## config.mk

```make
export PLATFORM = sky130hd
export DESIGN_NAME = pipe_hazard_ctrl_flat
export DESIGN_NICKNAME = d
export VERILOG_FILES = /design/src/rtl/pipe_hazard_ctrl_pkg.sv /design/src/rtl/pipe_hazard_ctrl_if.sv /design/src/rtl/pipe_hazard_ctrl_ldcmp.sv /design/src/rtl/pipe_hazard_ctrl.sv /design/src/flat_wrapper.sv
export SDC_FILE = /design/constraint.sdc
export NUM_CORES = 1
export LEC_CHECK = 0
export BUFFER_PORTS_ARGS = -buffer_cell sky130_fd_sc_hd__buf_4
export CORE_MARGIN = 5
export CORE_UTILIZATION = 52
export DETAILED_ROUTE_END_ITERATION = 8
export MAX_ROUTING_LAYER = met4
export PLACE_DENSITY = 0.88
export SLEW_MARGIN = 20
export SYNTH_ARGS = -nofsm -noshare
export SYNTH_HDL_FRONTEND = slang
export SYNTH_SLANG_ARGS = --single-unit
```

## constraint.sdc

```tcl
create_clock -name i_clk -period 4.4 [get_ports i_clk]
set_input_delay 0.66 -clock i_clk [delete_from_list [all_inputs] [get_ports i_clk]]
set_output_delay 0.66 -clock i_clk [all_outputs]
set_load 0.01 [all_outputs]
```

## src/rtl/pipe_hazard_ctrl_pkg.sv

```systemverilog
// Shared types and state encoding for the decode-stage hazard controller.
// Contents: REG_ADDRW, CPU_WIDTH, FSM state codes, pc+4 helper.
package pipe_hazard_ctrl_pkg;

  localparam int REG_ADDRW = 5;
  localparam int CPU_WIDTH = 32;

  typedef logic [REG_ADDRW-1:0] regid_t;
  typedef logic [CPU_WIDTH-1:0] pc_t;

  localparam logic [2:0] S_IDLE    = 3'd0;
  localparam logic [2:0] S_LDSTALL = 3'd1;
  localparam logic [2:0] S_F_DRAIN = 3'd2;
  localparam logic [2:0] S_F_INV   = 3'd3;
  localparam logic [2:0] S_F_REDIR = 3'd4;
  localparam logic [2:0] S_T_REDIR = 3'd5;

  // wraps at CPU_WIDTH
  function automatic pc_t pc_next(pc_t pc);
    return pc + CPU_WIDTH'(4);
  endfunction

endpackage

```

## src/rtl/pipe_hazard_ctrl_if.sv

```systemverilog
// Bundle between decode/execute/LSU/I-cache and the hazard controller.
// i_* flow into the controller (slave), o_* flow out of it.
interface pipe_hazard_ctrl_if;
  import pipe_hazard_ctrl_pkg::*;

  logic   i_idu_valid;
  regid_t i_idu_rs1id;
  regid_t i_idu_rs2id;
  logic   i_idu_fencei;
  logic   i_idu_ecall;
  logic   i_idu_mret;
  pc_t    i_idu_pc;
  logic   i_exu_valid;
  logic   i_exu_lden;
  regid_t i_exu_rdid;
  logic   i_lsu_busy;
  pc_t    i_mtvec;
  pc_t    i_mepc;
  logic   i_icache_inv_ack;

  logic   o_idu_stall;
  logic   o_exu_nop;
  logic   o_flush;
  logic   o_redirect_valid;
  pc_t    o_redirect_pc;
  logic   o_icache_inv_req;
  logic   o_inv_err;

  modport master (
    output i_idu_valid, i_idu_rs1id, i_idu_rs2id,
    output i_idu_fencei, i_idu_ecall, i_idu_mret,
    output i_idu_pc, i_exu_valid, i_exu_lden,
    output i_exu_rdid, i_lsu_busy, i_mtvec, i_mepc,
    output i_icache_inv_ack,
    input  o_idu_stall, o_exu_nop, o_flush,
    input  o_redirect_valid, o_redirect_pc,
    input  o_icache_inv_req, o_inv_err
  );

  modport slave (
    input  i_idu_valid, i_idu_rs1id, i_idu_rs2id,
    input  i_idu_fencei, i_idu_ecall, i_idu_mret,
    input  i_idu_pc, i_exu_valid, i_exu_lden,
    input  i_exu_rdid, i_lsu_busy, i_mtvec, i_mepc,
    input  i_icache_inv_ack,
    output o_idu_stall, o_exu_nop, o_flush,
    output o_redirect_valid, o_redirect_pc,
    output o_icache_inv_req, o_inv_err
  );

endinterface

```

## src/rtl/pipe_hazard_ctrl_ldcmp.sv

```systemverilog
// Load-use comparator: flags a decode operand produced by a load in EXU.
// Ports: i_idu_valid, i_rs1id, i_rs2id, i_exu_valid, i_exu_lden, i_exu_rdid -> o_haz.
module pipe_hazard_ldcmp
  import pipe_hazard_ctrl_pkg::*;
(
  input  logic   i_idu_valid,
  input  regid_t i_rs1id,
  input  regid_t i_rs2id,
  input  logic   i_exu_valid,
  input  logic   i_exu_lden,
  input  regid_t i_exu_rdid,
  output logic   o_haz
);

  logic w_hit;

  assign w_hit = (i_exu_rdid == i_rs1id) |
                 (i_exu_rdid == i_rs2id);

  // x0 is never a real dependency
  assign o_haz = i_idu_valid & i_exu_valid &
                 i_exu_lden & (i_exu_rdid != '0) &
                 w_hit;

endmodule

```

## src/rtl/pipe_hazard_ctrl.sv

```systemverilog
// Decode-stage sequencer: load-use bubbles, fence.i and ecall/mret redirects.
// Ports: i_clk, i_rst (async high), io_bus (slave bundle).
// Optional PIPE_HAZARD_CTRL_PERF_EN adds o_perf_stall_cnt/o_perf_flush_cnt.
module pipe_hazard_ctrl
  import pipe_hazard_ctrl_pkg::*;
#(
  parameter int LDUSE_LAT   = 1,
  parameter int INV_TIMEOUT = 255
) (
  input  logic i_clk,
  input  logic i_rst,
  pipe_hazard_ctrl_if.slave io_bus
`ifdef PIPE_HAZARD_CTRL_PERF_EN
  ,
  output logic [31:0] o_perf_stall_cnt,
  output logic [31:0] o_perf_flush_cnt
`endif
);

  localparam logic [2:0] LAT_M1   = 3'(LDUSE_LAT - 1);
  localparam logic [7:0] TMO_LAST = 8'(INV_TIMEOUT - 1);

  logic [2:0] r_state;
  logic [2:0] w_nxt;
  logic [2:0] r_cnt;
  logic [7:0] r_tcnt;
  pc_t        r_tgt;
  logic       r_err;

  logic w_haz, w_trap, w_fence, w_idle;
  logic w_redir, w_stall, w_tmo;

  pipe_hazard_ldcmp u_ldcmp (
    .i_idu_valid (io_bus.i_idu_valid),
    .i_rs1id     (io_bus.i_idu_rs1id),
    .i_rs2id     (io_bus.i_idu_rs2id),
    .i_exu_valid (io_bus.i_exu_valid),
    .i_exu_lden  (io_bus.i_exu_lden),
    .i_exu_rdid  (io_bus.i_exu_rdid),
    .o_haz       (w_haz)
  );

  assign w_trap  = io_bus.i_idu_valid &
                   (io_bus.i_idu_ecall | io_bus.i_idu_mret);
  assign w_fence = io_bus.i_idu_valid & io_bus.i_idu_fencei;
  assign w_idle  = (r_state == S_IDLE);
  assign w_redir = (r_state == S_F_REDIR) |
                   (r_state == S_T_REDIR);
  assign w_tmo   = (r_tcnt == TMO_LAST);

  always_comb begin
    w_nxt = r_state;
    unique case (r_state)
      S_IDLE: begin
        if (w_trap)
          w_nxt = S_T_REDIR;
        else if (w_fence)
          w_nxt = S_F_DRAIN;
        else if (w_haz && LDUSE_LAT > 1)
          w_nxt = S_LDSTALL;
      end
      S_LDSTALL:
        if (r_cnt == 3'd1) w_nxt = S_IDLE;
      S_F_DRAIN:
        if (!io_bus.i_lsu_busy) w_nxt = S_F_INV;
      S_F_INV:
        if (io_bus.i_icache_inv_ack || w_tmo)
          w_nxt = S_F_REDIR;
      S_F_REDIR: w_nxt = S_IDLE;
      S_T_REDIR: w_nxt = S_IDLE;
      default:   w_nxt = S_IDLE;
    endcase
  end

  // fence.i does not stall in its detect cycle; a trap does
  assign w_stall = (w_idle & (w_trap | (w_haz & ~w_fence))) |
                   (r_state == S_LDSTALL) |
                   (r_state == S_F_DRAIN) |
                   (r_state == S_F_INV);

  assign io_bus.o_idu_stall      = w_stall;
  assign io_bus.o_exu_nop        =
    (w_idle & w_haz & ~w_trap & ~w_fence) |
    (r_state == S_LDSTALL);
  assign io_bus.o_flush          = w_redir;
  assign io_bus.o_redirect_valid = w_redir;
  assign io_bus.o_redirect_pc    = w_redir ? r_tgt : '0;
  assign io_bus.o_icache_inv_req = (r_state == S_F_INV);
  assign io_bus.o_inv_err        = r_err;

  always_ff @(posedge i_clk or posedge i_rst) begin
    if (i_rst) begin
      r_state <= S_IDLE;
      r_cnt   <= '0;
      r_tcnt  <= '0;
      r_tgt   <= '0;
      r_err   <= 1'b0;
    end else begin
      r_state <= w_nxt;
      unique case (r_state)
        S_IDLE: begin
          if (w_trap)
            r_tgt <= io_bus.i_idu_ecall ?
                     io_bus.i_mtvec : io_bus.i_mepc;
          else if (w_fence)
            r_tgt <= pc_next(io_bus.i_idu_pc);
          else if (w_haz)
            r_cnt <= LAT_M1;
        end
        S_LDSTALL: r_cnt <= r_cnt - 3'd1;
        S_F_DRAIN: r_tcnt <= '0;
        S_F_INV: begin
          // an ack on the last cycle still wins
          if (!io_bus.i_icache_inv_ack && w_tmo)
            r_err <= 1'b1;
          else
            r_tcnt <= r_tcnt + 8'd1;
        end
        default: ;
      endcase
    end
  end

`ifdef PIPE_HAZARD_CTRL_PERF_EN
  logic [31:0] r_pstall;
  logic [31:0] r_pflush;

  always_ff @(posedge i_clk or posedge i_rst) begin
    if (i_rst) begin
      r_pstall <= '0;
      r_pflush <= '0;
    end else begin
      if (w_stall && r_pstall != '1)
        r_pstall <= r_pstall + 32'd1;
      if (w_redir && r_pflush != '1)
        r_pflush <= r_pflush + 32'd1;
    end
  end

  assign o_perf_stall_cnt = r_pstall;
  assign o_perf_flush_cnt = r_pflush;
`endif

endmodule

```

## src/flat_wrapper.sv

```systemverilog
// flat-port wrapper written by rule: the top's interface ports become plain ports
module pipe_hazard_ctrl_flat import pipe_hazard_ctrl_pkg::*;
#(
  parameter int LDUSE_LAT   = 1,
  parameter int INV_TIMEOUT = 255
)
  (i_clk, i_rst, io_bus_i_idu_valid, io_bus_i_idu_rs1id, io_bus_i_idu_rs2id, io_bus_i_idu_fencei, io_bus_i_idu_ecall, io_bus_i_idu_mret, io_bus_i_idu_pc, io_bus_i_exu_valid, io_bus_i_exu_lden, io_bus_i_exu_rdid, io_bus_i_lsu_busy, io_bus_i_mtvec, io_bus_i_mepc, io_bus_i_icache_inv_ack, io_bus_o_idu_stall, io_bus_o_exu_nop, io_bus_o_flush, io_bus_o_redirect_valid, io_bus_o_redirect_pc, io_bus_o_icache_inv_req, io_bus_o_inv_err);
  pipe_hazard_ctrl_if io_bus_i ();
  input  logic i_clk;
  input  logic i_rst;
  input wire logic [$bits(io_bus_i.i_idu_valid)-1:0] io_bus_i_idu_valid;
  input wire logic [$bits(io_bus_i.i_idu_rs1id)-1:0] io_bus_i_idu_rs1id;
  input wire logic [$bits(io_bus_i.i_idu_rs2id)-1:0] io_bus_i_idu_rs2id;
  input wire logic [$bits(io_bus_i.i_idu_fencei)-1:0] io_bus_i_idu_fencei;
  input wire logic [$bits(io_bus_i.i_idu_ecall)-1:0] io_bus_i_idu_ecall;
  input wire logic [$bits(io_bus_i.i_idu_mret)-1:0] io_bus_i_idu_mret;
  input wire logic [$bits(io_bus_i.i_idu_pc)-1:0] io_bus_i_idu_pc;
  input wire logic [$bits(io_bus_i.i_exu_valid)-1:0] io_bus_i_exu_valid;
  input wire logic [$bits(io_bus_i.i_exu_lden)-1:0] io_bus_i_exu_lden;
  input wire logic [$bits(io_bus_i.i_exu_rdid)-1:0] io_bus_i_exu_rdid;
  input wire logic [$bits(io_bus_i.i_lsu_busy)-1:0] io_bus_i_lsu_busy;
  input wire logic [$bits(io_bus_i.i_mtvec)-1:0] io_bus_i_mtvec;
  input wire logic [$bits(io_bus_i.i_mepc)-1:0] io_bus_i_mepc;
  input wire logic [$bits(io_bus_i.i_icache_inv_ack)-1:0] io_bus_i_icache_inv_ack;
  output wire logic [$bits(io_bus_i.o_idu_stall)-1:0] io_bus_o_idu_stall;
  output wire logic [$bits(io_bus_i.o_exu_nop)-1:0] io_bus_o_exu_nop;
  output wire logic [$bits(io_bus_i.o_flush)-1:0] io_bus_o_flush;
  output wire logic [$bits(io_bus_i.o_redirect_valid)-1:0] io_bus_o_redirect_valid;
  output wire logic [$bits(io_bus_i.o_redirect_pc)-1:0] io_bus_o_redirect_pc;
  output wire logic [$bits(io_bus_i.o_icache_inv_req)-1:0] io_bus_o_icache_inv_req;
  output wire logic [$bits(io_bus_i.o_inv_err)-1:0] io_bus_o_inv_err;
  assign io_bus_i.i_idu_valid = io_bus_i_idu_valid;
  assign io_bus_i.i_idu_rs1id = io_bus_i_idu_rs1id;
  assign io_bus_i.i_idu_rs2id = io_bus_i_idu_rs2id;
  assign io_bus_i.i_idu_fencei = io_bus_i_idu_fencei;
  assign io_bus_i.i_idu_ecall = io_bus_i_idu_ecall;
  assign io_bus_i.i_idu_mret = io_bus_i_idu_mret;
  assign io_bus_i.i_idu_pc = io_bus_i_idu_pc;
  assign io_bus_i.i_exu_valid = io_bus_i_exu_valid;
  assign io_bus_i.i_exu_lden = io_bus_i_exu_lden;
  assign io_bus_i.i_exu_rdid = io_bus_i_exu_rdid;
  assign io_bus_i.i_lsu_busy = io_bus_i_lsu_busy;
  assign io_bus_i.i_mtvec = io_bus_i_mtvec;
  assign io_bus_i.i_mepc = io_bus_i_mepc;
  assign io_bus_i.i_icache_inv_ack = io_bus_i_icache_inv_ack;
  assign io_bus_o_idu_stall = io_bus_i.o_idu_stall;
  assign io_bus_o_exu_nop = io_bus_i.o_exu_nop;
  assign io_bus_o_flush = io_bus_i.o_flush;
  assign io_bus_o_redirect_valid = io_bus_i.o_redirect_valid;
  assign io_bus_o_redirect_pc = io_bus_i.o_redirect_pc;
  assign io_bus_o_icache_inv_req = io_bus_i.o_icache_inv_req;
  assign io_bus_o_inv_err = io_bus_i.o_inv_err;
  pipe_hazard_ctrl #(.LDUSE_LAT(LDUSE_LAT), .INV_TIMEOUT(INV_TIMEOUT)) u_core (.i_clk(i_clk), .i_rst(i_rst), .io_bus(io_bus_i));
endmodule
```

# Yosys cells after proc, flatten, opt, wreduce, memory -nomap -nowiden
# Cells that the tools add are included.
# totals
reg_bits,47
output_inout_bits,38
word_cells,75
# classes
addsub,3
eq_ne,17
muxes,16
n_bitwise,21
reduce_logical,13
# op_table
op,n
two-way mux 32 bit,4
adder 32 x 3 -> 32 bit (second input constant),1
two-way mux 3 bit,8
case mux 8 bit (2 select lines),1
case mux 3 bit (4 select lines),1
bitwise AND 1 bit,11
== test 5 bit,2
adder 8 x 1 -> 8 bit (second input constant),1
== test 8 bit (second input constant),1
two-way mux 8 bit,1
inequality test 2 bit (second input constant),4
OR 1 bit,8
AND reduction 4 bit,2
== test 3 x 1 -> 1 bit (second input constant),2
== test 3 x 2 -> 1 bit (second input constant),2
== test 3 bit (second input constant),2
inequality test 2 x 1 -> 1 bit (second input constant),3
case mux 3 bit (2 select lines),1
AND reduction 2 bit,3
nonzero test 2 bit,3
nonzero test 5 bit,1
logical NOT 3 bit,1
inequality test 3 x 1 -> 1 bit (second input constant),1
subtractor 3 x 1 -> 3 bit (second input constant),1
4 further kinds,5

# Logic depth before layout (Yosys ltp)
# Gate-level depths: netlist of the first run.
# depth
ltp_word,10
ltp_mapped,7
mapped_depth_nobuf,7

# Hierarchy
# A second synthesis of the first run with hierarchy kept.
# hier_totals
hier_cells,460
area_unflattened_um2,3806.2
# modules_own_cells
module,instances,cells_each,area_each_um2,seq_area_each_um2
pipe_hazard_ctrl,1,443,3677.3,1176.1
pipe_hazard_ldcmp,1,17,128.9,0.0

# Least setup slack after synthesis of the first run
# Ideal clock, no wire load.
# synth_timing
path_kind,input to output
startpoint,input io_bus_i_exu_rdid[1]
endpoint,output io_bus_o_exu_nop
arrival_ns,1.790
slack_ns,1.950
stages,4
n_path_buf,0
cell_sequence,or4_1 > o211ai_1 > nor3_1 > or2_2
# synth_via
elab_chain_cells,7
# synth_rtl
element,line_no,rtl
from (decl),flat_wrapper.sv:20,input wire logic [$bits(io_bus_i.i_exu_rdid)-1:0] io_bus_i_exu_rdid;
"== test 5 bit, or another cell as far along",pipe_hazard_ctrl_ldcmp.sv:17,assign w_hit = (i_exu_rdid == i_rs1id) |
OR 1 bit or bitwise AND 1 bit (tied branches),"pipe_hazard_ctrl_ldcmp.sv:17, pipe_hazard_ctrl_ldcmp.sv:22",
bitwise AND 1 bit *,pipe_hazard_ctrl_ldcmp.sv:22,i_exu_lden & (i_exu_rdid != '0) &
bitwise AND 1 bit * (3 in series),pipe_hazard_ctrl.sv:83,(w_idle & w_haz & ~w_trap & ~w_fence) |
OR 1 bit *,pipe_hazard_ctrl.sv:83,
to (decl),flat_wrapper.sv:26,output wire logic [$bits(io_bus_i.o_exu_nop)-1:0] io_bus_o_exu_nop;
# Every way passes the cells marked *; elsewhere a longest branch is shown, timed or not.

# Worst setup path after layout of the first run
# layout_timing
startpoint,input io_bus_i_idu_ecall
endpoint,output io_bus_o_exu_nop
# layout_via
elab_chain_cells,6
# layout_rtl
element,line_no,rtl
from (decl),flat_wrapper.sv:15,input wire logic [$bits(io_bus_i.i_idu_ecall)-1:0] io_bus_i_idu_ecall;
OR 1 bit,pipe_hazard_ctrl.sv:44,(io_bus.i_idu_ecall | io_bus.i_idu_mret);
bitwise AND 1 bit,pipe_hazard_ctrl.sv:43,assign w_trap = io_bus.i_idu_valid &
NOT 1 bit,pipe_hazard_ctrl.sv:83,
bitwise AND 1 bit (2 in series),pipe_hazard_ctrl.sv:83,
OR 1 bit,pipe_hazard_ctrl.sv:83,
# No other way between the ends.

==> reports/qor.yml, run 1 <==
clock_network:
  cts_made_buffers: 5
  cts-root-buf: "clkbuf_8"
  cts_setup_buffers: 0
  clk_latency_ns: 0.30
  cts_tree: "done"
  post_cts_resized: 0
  cts_hold_buf: 0
  cts_htree_levels: 2
  cts_buffer_depth: 2
  clk_pin_slew_ns: 0.09
  clkSinkCount: 47
logic_synthesis:
  syn-cell-area_um2: 3650
  syn_inst: 442
  synthTopCellsByCount: "dfrtp_1, nand2_1, o21ai_0"
  synthAdderAreaFrac_pct: 1.71
  ys_seq_elements: 47
  ys_seq_area_share_pct: 32.2
  synth_top_area_share_pct: 32.2
  yosysUniqueCellTypes: 51
  synth_edf_count: 0
  async_flop_share_pct: 100
  synth.most_common_cell: "dfrtp_1"
  yosysTopAreaCell: "dfrtp_1"
  synth_top_cells_by_area: "dfrtp_1, mux2i_1, and2_1"
  syn_avg_cell_area_um2: 8.27
  ys_warn_count: 0
  synth_compound_area_share_pct: 14.9
  muxShareOfSynthArea_pct: 9.41
  synth_top_family_by_area: "simple AND/OR/NAND/NOR gates"
  synth-simple-area-share_pct: 29.0
  synth_fp_nets: 568
  ys.flop_type: "dfrtp_1"
  synth-xor-area-share_pct: 8.87
route:
  drt-total-wl_um: 11300
  vias_per_cell: 5.64
  avgRoutedWirePerCell_um: 16.6
  dr.pass1.iters: 4
  ant_nets: 0
  drt_iter0_drc: 215
  via_count: 3832
  drc_errors: 0
placement:
  place_area_um2: 4870
  dp_cells: 671
  dp_hpwl_um: 8710
  portBuffers: 158
  gp_congestion: 0.931
sta:
  setup_viol: 0
  fmax_ghz: 0.323
  drv_slew: 0
  worstMarginPinSlew_ns: 1.06
  fin_skew_ns: 0.0104
  layout_min_cycle_time_ns: 3.10
  post-route-period-util_pct: 70.4
  finalHoldViolations: 0
  fin_tns_setup_ns: 0
  relSlewSlack_pct: 29.2
  rsz0062_at_grt: "no"
worst_setup_path:
  required_ns: 3.74
  r2r-start: "u_core.r_state[0]"
  critPathCaptureType: "primary output"
  startpoint: "io_bus_i_idu_ecall"
  worstSetupStartpointType: "input port"
  path_class: "input port to primary output"
  arrival_ns: 2.44
  critical_path_peak_fanout: 35
final_layout:
  areaGrowthSynthToFinish_pct: 37.1
  layout.cells.non_filler: 679
  final_cell_area_um2: 5010
  final_util_pct: 73.3
  n_antenna_cell: 0
  drive_gt1_share_pct: 32.1
  num-nets-final: 708
floorplan:
  coreArea_um2: 6830
  start_util_pct: 53.5
  dieHeight_um: 93.8
  io_pins: 159
  placementRows: 30
  die_area_um2: 8810
  dieWidth_um: 93.8
hold_path:
  hold_class: "flip-flop to flip-flop"
  hold_start: "u_core.r_tgt[9]"
grt:
  grt_pass1_vias: 3858
  grt_antenna_before_repair: 0
  grt_pass1_wl_um: 18200
  grt_usage_pct: 26.4
  grt_max_degree: 64
  grt_overflow: 0
power_and_ir_drop:
  power_density_nw_per_um2: 393
  leakagePower_nw: 2.34
  vdd_ir_drop_max_mv: 0.207
flow_run:
  cap_violations: 0
run_status:
  status: "finished, final reports clean"
[cells by family (layout without fill, tap and decap cells)]
family	after synthesis	after routing
simple gates	190	190
compound gates	94	94
flops	47	47
xor+xnor	37	37
buf+inv	35	176
mux	34	34
fa+ha+maj	5	5
[routing by layer]
| layer | wire length (um) | vias up | global-route usage [%] |
|---|---|---|---|
| li1 | - | 1861 | - |
| met1 | 4430 | 1786 | 32.0 |
| met2 | 5940 | 171 | 46.4 |
| met3 | 782 | 14 | 3.61 |
| met4 | 140 | 0 | 6.02 |
| met5 | 0 | - | - |
[through the flow]
step / power, W / worst slack, ns / hold slack, ns
final: 0.00197 / 1.30 / 0.480
after global routing: 0.00211 / 1.15 / 0.510
after CTS: 0.00197 / 1.31 / 0.483
after detailed placement: 0.00158 / 1.33 / 0.461
after global placement: 0.00153 / 1.38 / 0.453
after floorplan: 0.00124 / 1.95 / 0.438
[area by class of cell]
type                    count  area (um^2)
multi-input cells         360         2350
fillers                   556         1820
repair buffers            159         1190
flip-flops and latches     47         1180
well taps                  96          120
clock buffers               5         68.8
clock inverters             3         67.6
inverters                   9         35.0
[cell usage in the layout, fill, tap and decap left out, types with 5 or more instances in the layout]
cell type / instances
and3_1: 6
xnor2_1: 17
a22o_1: 6
nand4_1: 8
inv_1: 8
nor3_1: 28
clkbuf_8: 5
o21ai_1: 6
mux2i_1: 31
nor2_1: 25
nand3_1: 17
buf_4: 159
and2_1: 33
o21ai_0: 34
dfrtp_1: 47
nand2_1: 38
nor4_2: 6
nor4_1: 5
xor2_1: 20
a21oi_1: 28
ha_1: 5
[flip-flops by register name, indices dropped and copies added (netlist names)]
register                 count
u_core.r_tcnt                8
u_core.r_state               3
u_core.r_cnt                 3
u_core.r_tgt                32
u_core.io_bus.o_inv_err      1
[report_power, final]
part | leakage, nW | internal (W) | total (W) | switching, W
Sequential | 0.595 | 0.000610 | 0.000752 | 0.000142
Combinational | 1.68 | 0.000390 | 0.000831 | 0.000441
Clock | 0.0644 | 0.000227 | 0.000384 | 0.000158
Total | 2.34 | 0.00123 | 0.00197 | 0.000741
[path summary, 6_finish.rpt]
kind / end / slack, ns / depth (start not counted)
max: io_bus_o_exu_nop / 1.30 / 5
min: u_core.r_tgt[9] / 0.48 / 2
max reg2reg: u_core.r_tgt[28] / 1.81 / 5
min reg2reg: u_core.r_tgt[9] / 0.48 / 2
max in group asynchronous: u_core.r_tcnt[0] / 3.39 / 2
min in group asynchronous: u_core.r_tcnt[4] / 0.49 / 2
[worst max-delay path: stages]
cell and delay, ns:
buf_4 0.45, o21a_1 0.66, nor3_1 0.17, or2_2 0.31
buf_4 0.14
No activity file was read; power rests on OpenSTA's default activity.
==> inputs of run 2 (changes only) <==
--- a/config.mk
+++ b/config.mk
@@ -7,10 +7,10 @@
 export LEC_CHECK = 0
 export BUFFER_PORTS_ARGS = -buffer_cell sky130_fd_sc_hd__buf_4
 export CORE_MARGIN = 5
-export CORE_UTILIZATION = 52
+export CORE_UTILIZATION = 44
 export DETAILED_ROUTE_END_ITERATION = 8
 export MAX_ROUTING_LAYER = met4
-export PLACE_DENSITY = 0.88
+export PLACE_DENSITY = 0.79
 export SLEW_MARGIN = 20
 export SYNTH_ARGS = -nofsm -noshare
 export SYNTH_HDL_FRONTEND = slang
==> constraint.sdc (replaced) <==
create_clock -name i_clk -period 2.78 [get_ports i_clk]
set_input_delay 0.417 -clock i_clk [delete_from_list [all_inputs] [get_ports i_clk]]
set_output_delay 0.417 -clock i_clk [all_outputs]
set_load 0.01 [all_outputs]
==> run 2 against run 1 <==
Combinational power up 60%; sequential power up 56%; worst setup slack worse by 1.0 ns; die area up 16%; flip-flop and latch count unchanged; power up 54%; critical endpoint unchanged; largest power group unchanged; highest routed layer unchanged.
==> reports/qor.yml, run 2 (synthesized netlist as in run 1, its figures left out) <==
run_status:
  status: "finished, final reports clean"
power_and_ir_drop:
  intPower_w: 0.00191  # +55%
  power_switching_w: 0.00113  # +53%
  leakagePower_nw: 2.37  # +1.5%
  p_seq_share_pct: 38.4  # +0.2 points
  power_density_nw_per_um2: 599  # +53%
  combPwrFrac_pct: 43.9  # +1.7 points
  swShare_pct: 37.3  # -0.33 points
  p_total_w: 0.00304  # +54%
  pwr-share-clk_pct: 17.7  # -1.8 points
  vdd_ir_drop_max_mv: 0.298  # +44%
route:
  vias_per_cell: 5.38  # -4.6%
  drt_iter0_drc: 188  # -13%
  via_count: 3730  # -2.7%
  ant_nets: 0  # unchanged
  avgRoutedWirePerCell_um: 15.3  # -8.1%
  drc_errors: 0  # unchanged
  dr.pass1.iters: 4  # unchanged
  drt-total-wl_um: 10600  # -6.2%
clock_network:
  cts_buffer_depth: 2  # unchanged
  post_cts_resized: 0  # unchanged
  clk_pin_slew_ns: 0.09  # about the same
  cts_setup_buffers: 0  # unchanged
  cts_made_buffers: 5  # unchanged
  cts_tree: "done"
  cts-root-buf: "clkbuf_8"
  cts_htree_levels: 2  # unchanged
  cts_hold_buf: 0  # unchanged
  clkSinkCount: 47  # unchanged
  clk_latency_ns: 0.30  # about the same
placement:
  dp_hpwl_um: 8450  # -3.0%
  portBuffers: 158  # unchanged
  gp_congestion: 0.934  # +0.35%
  dp_cells: 685  # +2.1%
floorplan:
  dieHeight_um: 101  # +7.8%
  placementRows: 33  # +10%
  coreArea_um2: 8180  # +20%
  io_pins: 159  # unchanged
  dieWidth_um: 101  # +7.8%
  start_util_pct: 44.7  # -8.8 points
  die_area_um2: 10200  # +16%
worst_setup_path:
  critPathCaptureType: "primary output"
  reg2reg_slack_ns: 0.72  # -1.09 ns
  required_ns: 2.36  # -1.38 ns
  path_class: "flip-flop to primary output"
  arrival_ns: 2.06  # -0.38 ns
  r2r-start: "u_core.r_state[0]"
  crit_family: "simple AND/OR/NAND/NOR gates"
  path_buf_inv: 1  # -1
  path_cells: "nor4b_2 > o211ai_1 > nor3_1 > or2_2 > buf_4"
  worstSetupStartpointType: "flip-flop"
  worst_path_largest_cell_delay_ns: 0.56  # -0.10 ns
  critical_path_peak_fanout: 16  # -54%
  rr_worst_depth: 6  # +1
  r2r_end: "u_core.r_tgt[22]"
  cp_slowest_cell: "dfrtp_1"
grt:
  grt_antenna_before_repair: 0  # unchanged
  grt_overflow: 0  # unchanged
  grt_usage_pct: 21.0  # -5.3 points
  grt_pass1_wl_um: 17000  # -6.5%
  grt_max_degree: 48  # -25%
  grt_pass1_vias: 3611  # -6.4%
final_layout:
  num-nets-final: 713  # +0.71%
  reg.largest.list: "u_core.r_tgt x32, u_core.r_tcnt x8"
  regMostFlops: "u_core.r_tgt"
  final_common_cell: "buf_4"
  areaGrowthSynthToFinish_pct: 38.7
  largest_register_ffs: 32  # unchanged
  n_fill_cell: 718  # +29%
  final_cell_mix: "buf_4, dfrtp_1, nand2_1, o21ai_0, and2_1"
  layout.cells.non_filler: 693  # +2.1%
  n_antenna_cell: 0  # unchanged
  drive_gt1_share_pct: 32.8  # +0.75 points
sta:
  layout_min_cycle_time_ns: 2.48
  finalHoldViolations: 0  # unchanged
  setup_viol: 0  # unchanged
  relSlewSlack_pct: 45.4  # +16 points
  rsz0062_at_grt: "no"
  post-route-period-util_pct: 89.1
  fmax_ghz: 0.404
  fin_tns_setup_ns: 0  # unchanged
  fin_skew_ns: 0.00446  # -0.00591 ns
  worstMarginPinSlew_ns: 0.818  # -0.240 ns
  drv_slew: 0  # unchanged
  whs_ns: 0.250  # -0.230 ns
flow_run:
  cap_violations: 0  # unchanged
hold_path:
  hold_class: "input port to async pin"
-- run 2: how the worst max path moves through the flow --
stage | start | to | depth (start not counted)
floorplan | io_bus_i_exu_rdid[1] | io_bus_o_exu_nop | 4
global placement | io_bus_i_exu_rdid[1] | io_bus_o_exu_nop | 6
detailed placement | u_core.r_state[0] | io_bus_o_exu_nop | 5
CTS | u_core.r_state[0] | io_bus_o_exu_nop | 5
global route | u_core.r_state[0] | io_bus_o_exu_nop | 5
finish | u_core.r_state[0] | io_bus_o_exu_nop | 5
-- run 2: stage by stage --
stage	setup slack [ns]	cell area [um^2]	utilization, %
after floorplan	0.816	3650	-
after global placement	0.518	4940	60.4
after detailed placement	0.442	4940	60.4
after CTS	0.0969	5060	61.9
after global routing	0.110	5070	62.0
final	0.302	5070	62.0
-- run 2: final cells by class --
class / count / area (um^2) / share of cell area (%)
Timing Repair Buffer: 164 / 1260 / 24.8
Tap cell: 105 / 131 / 2.59
Multi-Input combinational cell: 360 / 2350 / 46.3
Clock inverter: 2 / 38.8 / 0.765
Clock buffer: 6 / 82.6 / 1.63
Inverter: 9 / 35.0 / 0.691
Sequential cell: 47 / 1180 / 23.2
-- run 2: worst reg2reg max path: cells and delay by family (launching register included) --
kind | cells | cell delay, ns
buf+inv | 1 | 0.29
compound gates | 2 | 0.12
flops | 1 | 0.56
simple gates | 3 | 1.00
-- run 2: metal layers --
metal  vias up  GRT usage [%]  wire length (um)  part of all wire, %
li1       1868              -                 -                    -
met1      1738           26.4              4360                   41
met2       110           36.4              5430                   51
met3        14           2.75               667                  6.3
met4         0           4.19               135                  1.3
met5         -              -                 0                    0
-- run 2: power by group through the flow --
stage,clock network [W],registers (W),logic (W)
floorplan,0,0.00109,0.000868
global placement,0,0.00116,0.00130
detailed placement,0,0.00118,0.00134
CTS,0.000551,0.00116,0.00135
global route,0.000578,0.00121,0.00149
finish,0.000539,0.00117,0.00133
